### src/rtl/mem_arbiter.sv
// mem_arbiter: shares one word-wide memory port between I-cache line fills,
// D-cache line fills and D-cache write-through stores. Line fills run as
// LINE_WORDS single-word beats; each transaction ends with a one-cycle done
// pulse to its requester. The pipeline is stalled while any request is
// outstanding.
module mem_arbiter #(
    parameter int WORD_W     = 16,
    parameter int ADDR_W     = 16,
    parameter int LINE_WORDS = 4
) (
    input  logic                         clk,
    input  logic                         reset,
    input  logic                         i_req,
    input  logic [ADDR_W-1:0]            i_addr,
    output logic                         i_done,
    output logic [LINE_WORDS*WORD_W-1:0] i_line,
    input  logic                         d_req,
    input  logic                         d_we,
    input  logic [ADDR_W-1:0]            d_addr,
    input  logic [WORD_W-1:0]            d_wdata,
    output logic                         d_done,
    output logic [LINE_WORDS*WORD_W-1:0] d_line,
    output logic                         mem_req,
    output logic                         mem_we,
    output logic [ADDR_W-1:0]            mem_addr,
    output logic [WORD_W-1:0]            mem_wdata,
    input  logic                         mem_ack,
    input  logic [WORD_W-1:0]            mem_rdata,
    output logic                         stall
);

    localparam int                CNT_W    = $clog2(LINE_WORDS);
    localparam logic [CNT_W-1:0]  LAST     = CNT_W'(LINE_WORDS - 1);
    localparam logic [ADDR_W-1:0] LOW_MASK = ADDR_W'(LINE_WORDS - 1);

    typedef enum logic [2:0] {IDLE, I_FILL, D_FILL, D_WRITE, DONE} state_t;

    state_t             state_q, state_d;
    logic [CNT_W-1:0]   cnt_q, cnt_d;
    logic               owner_d_q, owner_d_d;     // 1 = the D side owns the port
    logic               i_starved_q, i_starved_d; // I waited through a whole D transaction
    logic [ADDR_W-1:0]  base_q, base_d;
    logic [WORD_W-1:0]  wdata_q, wdata_d;
    logic [WORD_W-1:0]  i_buf_q [LINE_WORDS];
    logic [WORD_W-1:0]  i_buf_d [LINE_WORDS];
    logic [WORD_W-1:0]  d_buf_q [LINE_WORDS];
    logic [WORD_W-1:0]  d_buf_d [LINE_WORDS];

    logic               mem_req_q, mem_req_d;
    logic               mem_we_q, mem_we_d;
    logic [ADDR_W-1:0]  mem_addr_q, mem_addr_d;
    logic [WORD_W-1:0]  mem_wdata_q, mem_wdata_d;
    logic               i_done_q, i_done_d;
    logic               d_done_q, d_done_d;

    // Next-state, buffer updates and registered output values derived from the next state.
    always_comb begin
        state_d     = state_q;
        cnt_d       = cnt_q;
        owner_d_d   = owner_d_q;
        i_starved_d = i_starved_q;
        base_d      = base_q;
        wdata_d     = wdata_q;
        i_buf_d     = i_buf_q;
        d_buf_d     = d_buf_q;

        case (state_q)
            IDLE: begin
                if (i_req && (i_starved_q || !d_req)) begin
                    state_d     = I_FILL;
                    owner_d_d   = 1'b0;
                    base_d      = i_addr & ~LOW_MASK;
                    cnt_d       = '0;
                    i_starved_d = 1'b0;
                end else if (d_req) begin
                    owner_d_d   = 1'b1;
                    cnt_d       = '0;
                    wdata_d     = d_wdata;
                    // Starvation tracking starts at the D grant and is narrowed every D beat cycle.
                    i_starved_d = i_req;
                    if (d_we) begin
                        state_d = D_WRITE;
                        base_d  = d_addr;
                    end else begin
                        state_d = D_FILL;
                        base_d  = d_addr & ~LOW_MASK;
                    end
                end
            end
            I_FILL, D_FILL: begin
                if (state_q == D_FILL) begin
                    i_starved_d = i_starved_q & i_req;
                end
                if (mem_ack) begin
                    if (state_q == I_FILL) begin
                        i_buf_d[cnt_q] = mem_rdata;
                    end else begin
                        d_buf_d[cnt_q] = mem_rdata;
                    end
                    cnt_d = cnt_q + CNT_W'(1);
                    if (cnt_q == LAST) begin
                        state_d = DONE;
                    end
                end
            end
            D_WRITE: begin
                i_starved_d = i_starved_q & i_req;
                if (mem_ack) begin
                    state_d = DONE;
                end
            end
            DONE:    state_d = IDLE;
            default: state_d = IDLE;
        endcase

        mem_req_d   = state_d inside {I_FILL, D_FILL, D_WRITE};
        mem_we_d    = (state_d == D_WRITE);
        mem_addr_d  = '0;
        mem_wdata_d = '0;
        if (state_d == D_WRITE) begin
            mem_addr_d  = base_d;
            mem_wdata_d = wdata_d;
        end else if (mem_req_d) begin
            mem_addr_d  = base_d | ADDR_W'(cnt_d);
        end
        i_done_d = (state_d == DONE) && !owner_d_d;
        d_done_d = (state_d == DONE) && owner_d_d;
    end

    // All state and registered outputs; reset aborts any transfer and clears both lines.
    always_ff @(posedge clk) begin
        if (reset) begin
            state_q     <= IDLE;
            cnt_q       <= '0;
            owner_d_q   <= 1'b0;
            i_starved_q <= 1'b0;
            base_q      <= '0;
            wdata_q     <= '0;
            mem_req_q   <= 1'b0;
            mem_we_q    <= 1'b0;
            mem_addr_q  <= '0;
            mem_wdata_q <= '0;
            i_done_q    <= 1'b0;
            d_done_q    <= 1'b0;
            for (int k = 0; k < LINE_WORDS; k++) begin
                i_buf_q[k] <= '0;
                d_buf_q[k] <= '0;
            end
        end else begin
            state_q     <= state_d;
            cnt_q       <= cnt_d;
            owner_d_q   <= owner_d_d;
            i_starved_q <= i_starved_d;
            base_q      <= base_d;
            wdata_q     <= wdata_d;
            mem_req_q   <= mem_req_d;
            mem_we_q    <= mem_we_d;
            mem_addr_q  <= mem_addr_d;
            mem_wdata_q <= mem_wdata_d;
            i_done_q    <= i_done_d;
            d_done_q    <= d_done_d;
            i_buf_q     <= i_buf_d;
            d_buf_q     <= d_buf_d;
        end
    end

    generate
        for (genvar gi = 0; gi < LINE_WORDS; gi++) begin : g_line
            assign i_line[gi*WORD_W +: WORD_W] = i_buf_q[gi];
            assign d_line[gi*WORD_W +: WORD_W] = d_buf_q[gi];
        end
    endgenerate

    assign mem_req   = mem_req_q;
    assign mem_we    = mem_we_q;
    assign mem_addr  = mem_addr_q;
    assign mem_wdata = mem_wdata_q;
    assign i_done    = i_done_q;
    assign d_done    = d_done_q;
    // Combinational so the pipeline freezes in the same cycle a request rises.
    assign stall     = (i_req | d_req) & (state_q != DONE);

endmodule

### config.mk
export PLATFORM = sky130hd
export DESIGN_NAME = mem_arbiter
export DESIGN_NICKNAME = d
export VERILOG_FILES = /design/src/rtl/mem_arbiter.sv
export SDC_FILE = /design/constraint.sdc
export NUM_CORES = 1
export LEC_CHECK = 0
export CAP_MARGIN = 20
export CORE_ASPECT_RATIO = 0.6
export CORE_UTILIZATION = 46
export DETAILED_ROUTE_END_ITERATION = 12
export GPL_ROUTABILITY_DRIVEN = 0
export PLACE_DENSITY = 0.8
export SLEW_MARGIN = 30
export SYNTH_ARGS = -nofsm -noshare
export SYNTH_HDL_FRONTEND = slang
export SYNTH_SLANG_ARGS = --single-unit
### constraint.sdc
create_clock -name clk -period 2.3 [get_ports clk]
set_clock_uncertainty 0.15 [all_clocks]
set_input_delay 0.345 -clock clk [delete_from_list [all_inputs] [get_ports clk]]
set_output_delay 0.345 -clock clk [all_outputs]
set_load 0.05 [all_outputs]
==> run metrics, run 1 <==
result of the run=finished, final reports clean; flop2flop setup slack=between 0.2 and 0.3 ns; number of detailed-route iterations in the first pass=5; post-detailed-placement half-perimeter wirelength=about 15000 um; Leak=between 0.003 and 0.004 uW; first-pass GRT wire length=roughly 33000 um; routed vias=roughly 6500; Antenna Violating Nets Remaining=0; H-tree depth reported by CTS=1; Port Buffer Count=232; top post-synthesis cells by area=sky130_fd_sc_hd__dfxtp_1, sky130_fd_sc_hd__nand2_1, sky130_fd_sc_hd__a21oi_1; worst setup path end=stall; average routed wire per standard cell=16.7 um; Worst R2R Start=state_q[2]$_SDFF_PP0_; setup repair after global routing missed its margin=no; Max Buffers Root-to-Sink=3; top cell type by total area after synthesis=sky130_fd_sc_hd__dfxtp_1; initial core utilization=48.4%; Max IR drop VDD=500 uV; total placed cells including tap cells=1226; required time at the endpoint of the critical path=between 1.5 and 2 ns; Final setup viols=0; worst min-delay path category=primary input to register; cell area power density=around 770 nW/um2; number of register bits inferred by synthesis=203; Syn. warnings=0; initial antenna violation count=0; mux share of post-synthesis cell area=2.23%; vias per cell=~5.2; overall track demand over capacity in global routing=between 20 and 30%; share of Yosys cell area claimed by the top area cell type=56.6%; number of remaining DRC errors=0; cell with the largest stage delay on the worst path=sky130_fd_sc_hd__dfxtp_1; XOR/XNOR Fraction of Synth Area=0%; r2r worst-path depth=6; Hold Violations, Final=0; number of cell rows=34; area of the mapped netlist=7180 um2; detailed-route wire length=21000 um; Max-slew headroom=a little under three fifths; nature of the critical path endpoint=primary output; Resized cells post-CTS=0; net count after synthesis=912; pin count of the biggest net entering global routing=94; post-layout util=69.8%; Setup Total Neg Slack=0 ns; area fraction in compound gates after synthesis=13.6%; Worst-Margin Slew=0.635 ns; area added between synthesis and finish=44.3%; x dimension of the die=163 um; remaining global-route overflow=0; min cycle time layout=2.18 ns; vias in the first global route=~6000; maximum operating frequency=458 MHz; number of primary I/O pins=235; crit path launch type=register; critical path fanouts, max=7; average cell area after synthesis=8.57 um2; Worst R2R End=mem_wdata[1]$_SDFF_PP0_; distinct cell type count after synthesis=39; register clock-pin slew on the reported worst setup and hold paths=~0.060 ns; total inserted antenna cells=0; ys flop type=sky130_fd_sc_hd__dfxtp_1; share of the clock period used by the worst path=between 90% and 100%; clock sinks=between 200 and 250; instance count of the mapped netlist=838; starting DRC count in detailed routing=roughly 600; most frequent cells in the layout=sky130_fd_sc_hd__nand2_1, sky130_fd_sc_hd__clkdlybuf4s50_1, sky130_fd_sc_hd__dfxtp_1; number of enable-type register cells in the synthesized netlist=0; height of the chip=roughly 99 um; worst setup path startpoint=state_q[2]$_SDFF_PP0_; Synth async-reset ratio=0%; number of setup buffers added after CTS=0; Core Footprint=about 15000 um2; clock root buffer=sky130_fd_sc_hd__clkbuf_16; Final Instance Count excl. Fillers=roughly 1300; CTS tree=built; final layout net count=between 1000 and 1500; max incr delay on CP=0.40 ns; worst-skew pair later-pin latency=between 0.4 and 0.5 ns; main combinational cell family by area after synthesis=simple AND/OR/NAND/NOR gates; proportion of layout cells with a drive suffix above 1=slightly above 7%; most common cell after layout, fill and taps aside=sky130_fd_sc_hd__nand2_1; Post-Synth Simple-Gate Area=roughly a fifth; total die area=between 15000 and 20000 um2; critical setup path kind=register to primary output; sequential cell area fraction in the yosys report=a little under three fifths; ordered list of cells on the worst path=buf_4 > inv_1 > o32a_1 > buf_12; fin. max-slew vios=0; crit path DAT=1.69 ns; Adder-Cell Fraction of Synth Area=less than 1%; number of clock buffers inserted by TritonCTS=19; number of violations of the max-capacitance limit=0; CTS Hold Buffers Added=0
[cells by family after synthesis]
| logic type | after synthesis |
|---|---|
| fa+ha+maj | 4 |
| simple gates | 362 |
| mux | 16 |
| flops | 203 |
| buf+inv | 83 |
| compound gates | 170 |
[synthesized netlist by cell type (2+ instances only)]
master	number
sky130_fd_sc_hd__buf_4	20
sky130_fd_sc_hd__o21ai_0	5
sky130_fd_sc_hd__and3_1	2
sky130_fd_sc_hd__nand2_1	269
sky130_fd_sc_hd__dfxtp_1	203
sky130_fd_sc_hd__nor3_1	7
sky130_fd_sc_hd__o41ai_1	2
sky130_fd_sc_hd__ha_1	4
sky130_fd_sc_hd__inv_1	8
sky130_fd_sc_hd__buf_2	10
sky130_fd_sc_hd__nor2_1	53
sky130_fd_sc_hd__nor2b_1	3
sky130_fd_sc_hd__a22oi_1	2
sky130_fd_sc_hd__mux2i_1	16
sky130_fd_sc_hd__a222oi_1	14
sky130_fd_sc_hd__a21oi_1	134
sky130_fd_sc_hd__clkbuf_1	38
sky130_fd_sc_hd__buf_6	3
sky130_fd_sc_hd__nor3_2	11
sky130_fd_sc_hd__a21boi_0	2
sky130_fd_sc_hd__and2_1	9
sky130_fd_sc_hd__nand2b_1	3
sky130_fd_sc_hd__clkbuf_2	4
[where the power goes]
group          internal (uW)  total [uW]  switching [uW]
Sequential              3670        3720            55.1
Combinational            485        1270             788
Clock                   1690        2960            1280
Total                   5840        7960            2120
[sequential cells by signal, indices dropped and copies added, names as in the netlist]
register,cells
i_done,1
cnt_q,2
mem_we,1
mem_req,1
d_done,1
i_line,64
state_q,3
wdata_q,16
base_q,16
owner_d_q,1
mem_addr,16
mem_wdata,16
i_starved_q,1
d_line,64
[layout make-up]
type | instances | area, um2
well taps | 198 | 248
multi-input cells | 552 | 2690
clock inverters | 4 | 22.5
repair buffers | 265 | 2740
flip-flops and latches | 203 | 4060
inverters | 8 | 30.0
clock buffers | 29 | 563
fillers | 1178 | 4480
[critical path: cells and delay by family (launching register included)]
kind | cells | cell delay, ns
flops | 1 | 0.40
buf+inv | 3 | 0.42
compound gates | 1 | 0.39
[metal layers]
metal	up-vias	part of all wire (%)	track usage [%]
met1	3072	44	36.1
met4	0	1.1	4.60
li1	3161	-	-
met2	269	44	40.0
met5	-	0	0
met3	19	11	7.70
[how the worst min path moves through the flow]
stage / start / endpoint / slack [ns] / cells after the start
after detailed placement: d_line[17]$_SDFFE_PP0P_ / d_line[17]$_SDFFE_PP0P_ / 0.30 / 2
after global routing: reset / state_q[2]$_SDFF_PP0_ / 0.05 / 3
final: reset / state_q[2]$_SDFF_PP0_ / 0.03 / 3
after floorplan: i_starved_q$_SDFFE_PP0P_ / i_starved_q$_SDFFE_PP0P_ / 0.30 / 2
after CTS: reset / state_q[2]$_SDFF_PP0_ / 0.02 / 3
after global placement: i_line[60]$_SDFFE_PP0P_ / i_line[60]$_SDFFE_PP0P_ / 0.29 / 2
[per-stage QoR]
step	setup WS [ns]	cell area [um2]	hold slack (ns)	total power [uW]
after floorplan	0.429	7180	0.304	4580
after global placement	0.0775	9780	0.290	5050
after detailed placement	0.00127	9780	0.296	5070
after CTS	0.107	10400	0.0175	8020
after global routing	0.0620	10400	0.0497	8260
final	0.118	10400	0.0350	7960
Note: power is estimated with default switching activity, not from simulation.
==> inputs of run 2 (changes only) <==
PLACE_DENSITY = 0.81   (was 0.8)
==> run 2 against run 1 <==
  * Flip-flop and latch count unchanged
  * Non-clock buffer count down 2
  * Combinational power about the same
  * Wire length up 1.8%
  * Die area unchanged
  * Register-to-register slack worse by 0.02 ns
  * Worst hold slack better by 0.068 ns
  * Maximum frequency down 2.3%
  * Largest power group unchanged
==> run metrics, run 2 (synthesis results as in run 1) <==
remaining global-route overflow=0; pin count of the biggest net entering global routing=~100; Resized cells post-CTS=0; worst-skew pair later-pin latency=0.48 ns; Fin Hold WS=about 0.10 ns; post-detailed-placement half-perimeter wirelength=14600 um; Leak=between 0.003 and 0.004 uW; cell with the largest stage delay on the worst path=sky130_fd_sc_hd__dfxtp_1; initial core utilization=between 40 and 50%; number of setup buffers added after CTS=0; total die area=around 16000 um2; beginning of the worst hold path=reset; total inserted antenna cells=0; cell area power density=just over 800 nW/um2; clock sinks=around 200; Final setup viols=0; Setup Total Neg Slack=0 ns; critical path fanouts, max=8; first-pass GRT wire length=around 34000 um; Worst R2R End=mem_wdata[2]$_SDFF_PP0_; CTS Hold Buffers Added=0; final layout net count=between 1000 and 1500; x dimension of the die=approximately 160 um; vias in the first global route=approximately 6300; setup repair after global routing missed its margin=no; clock root buffer=sky130_fd_sc_hd__clkbuf_16; Worst R2R Start=cnt_q[0]$_SDFF_PP0_; maximum operating frequency=around 450 MHz; number of clock buffers inserted by TritonCTS=19; Hold Violations, Final=0; number of remaining DRC errors=0; overall track demand over capacity in global routing=a little over a quarter; result of the run=finished, final reports clean; H-tree depth reported by CTS=1; setup ws final=approximately 0.066 ns; nature of the critical path endpoint=primary output; most common cell after layout, fill and taps aside=sky130_fd_sc_hd__nand2_1; initial antenna violation count=0; required time at the endpoint of the critical path=between 1.5 and 2 ns; CTS tree=built; Max-slew headroom=around 59%; hold path cells=2; Antenna Violating Nets Remaining=0; critical setup path kind=register to primary output; Worst-Margin Slew=0.615 ns; Max Buffers Root-to-Sink=3; area added between synthesis and finish=45.3%; number of violations of the max-capacitance limit=0; routed vias=about 6500; worst slack after detailed placement=-0.0257 ns; average routed wire per standard cell=approximately 17 um; ordered list of cells on the worst path=inv_1 > o32a_1 > buf_12; Max IR drop VDD=592 uV; share of the clock period used by the worst path=a little over nine tenths; Port Buffer Count=232; max incr delay on CP=0.52 ns; number of detailed-route iterations in the first pass=7; starting DRC count in detailed routing=approximately 560; r2r worst-path depth=6; detailed-route wire length=roughly 21000 um; height of the chip=~99 um; min cycle time layout=2.23 ns; WHS Endpoint=base_q[8]$_SDFF_PP0_; crit path launch type=register; vias per cell=5.21; number of cell rows=34; crit path DAT=approximately 1.7 ns; flop2flop setup slack=0.25 ns; number of primary I/O pins=about 240; register clock-pin slew on the reported worst setup and hold paths=roughly 0.070 ns; proportion of layout cells with a drive suffix above 1=between 7 and 8%; Core Footprint=~15000 um2; most frequent cells in the layout=sky130_fd_sc_hd__nand2_1, sky130_fd_sc_hd__clkdlybuf4s50_1, sky130_fd_sc_hd__dfxtp_1; fin. max-slew vios=0; worst min-delay path category=primary input to register
## run 2: cell count changes in the layout (fill, tap and decap cells not counted)
cell,before,now
sky130_fd_sc_hd__bufinv_16,0,4
sky130_fd_sc_hd__buf_4,20,19
sky130_fd_sc_hd__clkbuf_1,5,2
sky130_fd_sc_hd__buf_12,14,13
sky130_fd_sc_hd__clkinv_2,3,1
sky130_fd_sc_hd__inv_8,0,1
sky130_fd_sc_hd__clkbuf_8,5,3
sky130_fd_sc_hd__clkinv_4,0,2
## run 2: how the worst max path moves through the flow
stage / depth (start not counted) / to / start
floorplan: 9 / mem_addr[10]$_SDFF_PP0_ / i_req
global placement: 7 / mem_wdata[1]$_SDFF_PP0_ / i_req
detailed placement: 8 / d_line[34]$_SDFFE_PP0P_ / mem_ack
CTS: 3 / stall / state_q[2]$_SDFF_PP0_
global route: 3 / stall / state_q[2]$_SDFF_PP0_
finish: 3 / stall / state_q[2]$_SDFF_PP0_
## run 2: metrics by stage
stage                     cell area, um2  util, %  power (uW)  cells
final                              10400     70.3        8420   1257
after global routing               10400     70.3        8730   1257
after CTS                          10400     70.3        8460   1257
after detailed placement            9750     65.7        5060   1224
after global placement              9750     65.7        5040   1224
after floorplan                     7180        -        4580    838
## run 2: where the power goes
part	internal, uW	switching (uW)
Sequential	3660	59.6
Combinational	478	794
Clock	2080	1340
Total	6220	2190
## run 2: layout make-up
cell class                      count  area, um2
Timing Repair Buffer              263       2720
Clock buffer                       24        524
Inverter                            8       30.0
Clock inverter                      9        161
Sequential cell                   203       4060
Fill cell                        1134       4410
Tap cell                          198        248
Multi-Input combinational cell    552       2690
## run 2: worst max-delay path: cells and delay by family (launching register included)
| kind | cells | cell delay, ns |
|---|---|---|
| DFF | 1 | 0.52 |
| AOI/OAI and AO/OA | 1 | 0.42 |
| buffers and inverters | 2 | 0.32 |
## run 2: per-layer routing
layer  wire [um]  vias to the layer above  GRT usage (%)
met4         460                        0           6.11
met3        2470                       49           10.1
li1            -                     3160              -
met1        9270                     3054           36.2
met2        9200                      282           40.5
met5           0                        -              0
==> inputs of run 3 (changes only) <==
SKIP_LAST_GASP = 1   (was default)
==> results of run 3 <==
Same layout as run 2: the final DEF is identical, and so are final timing and power.
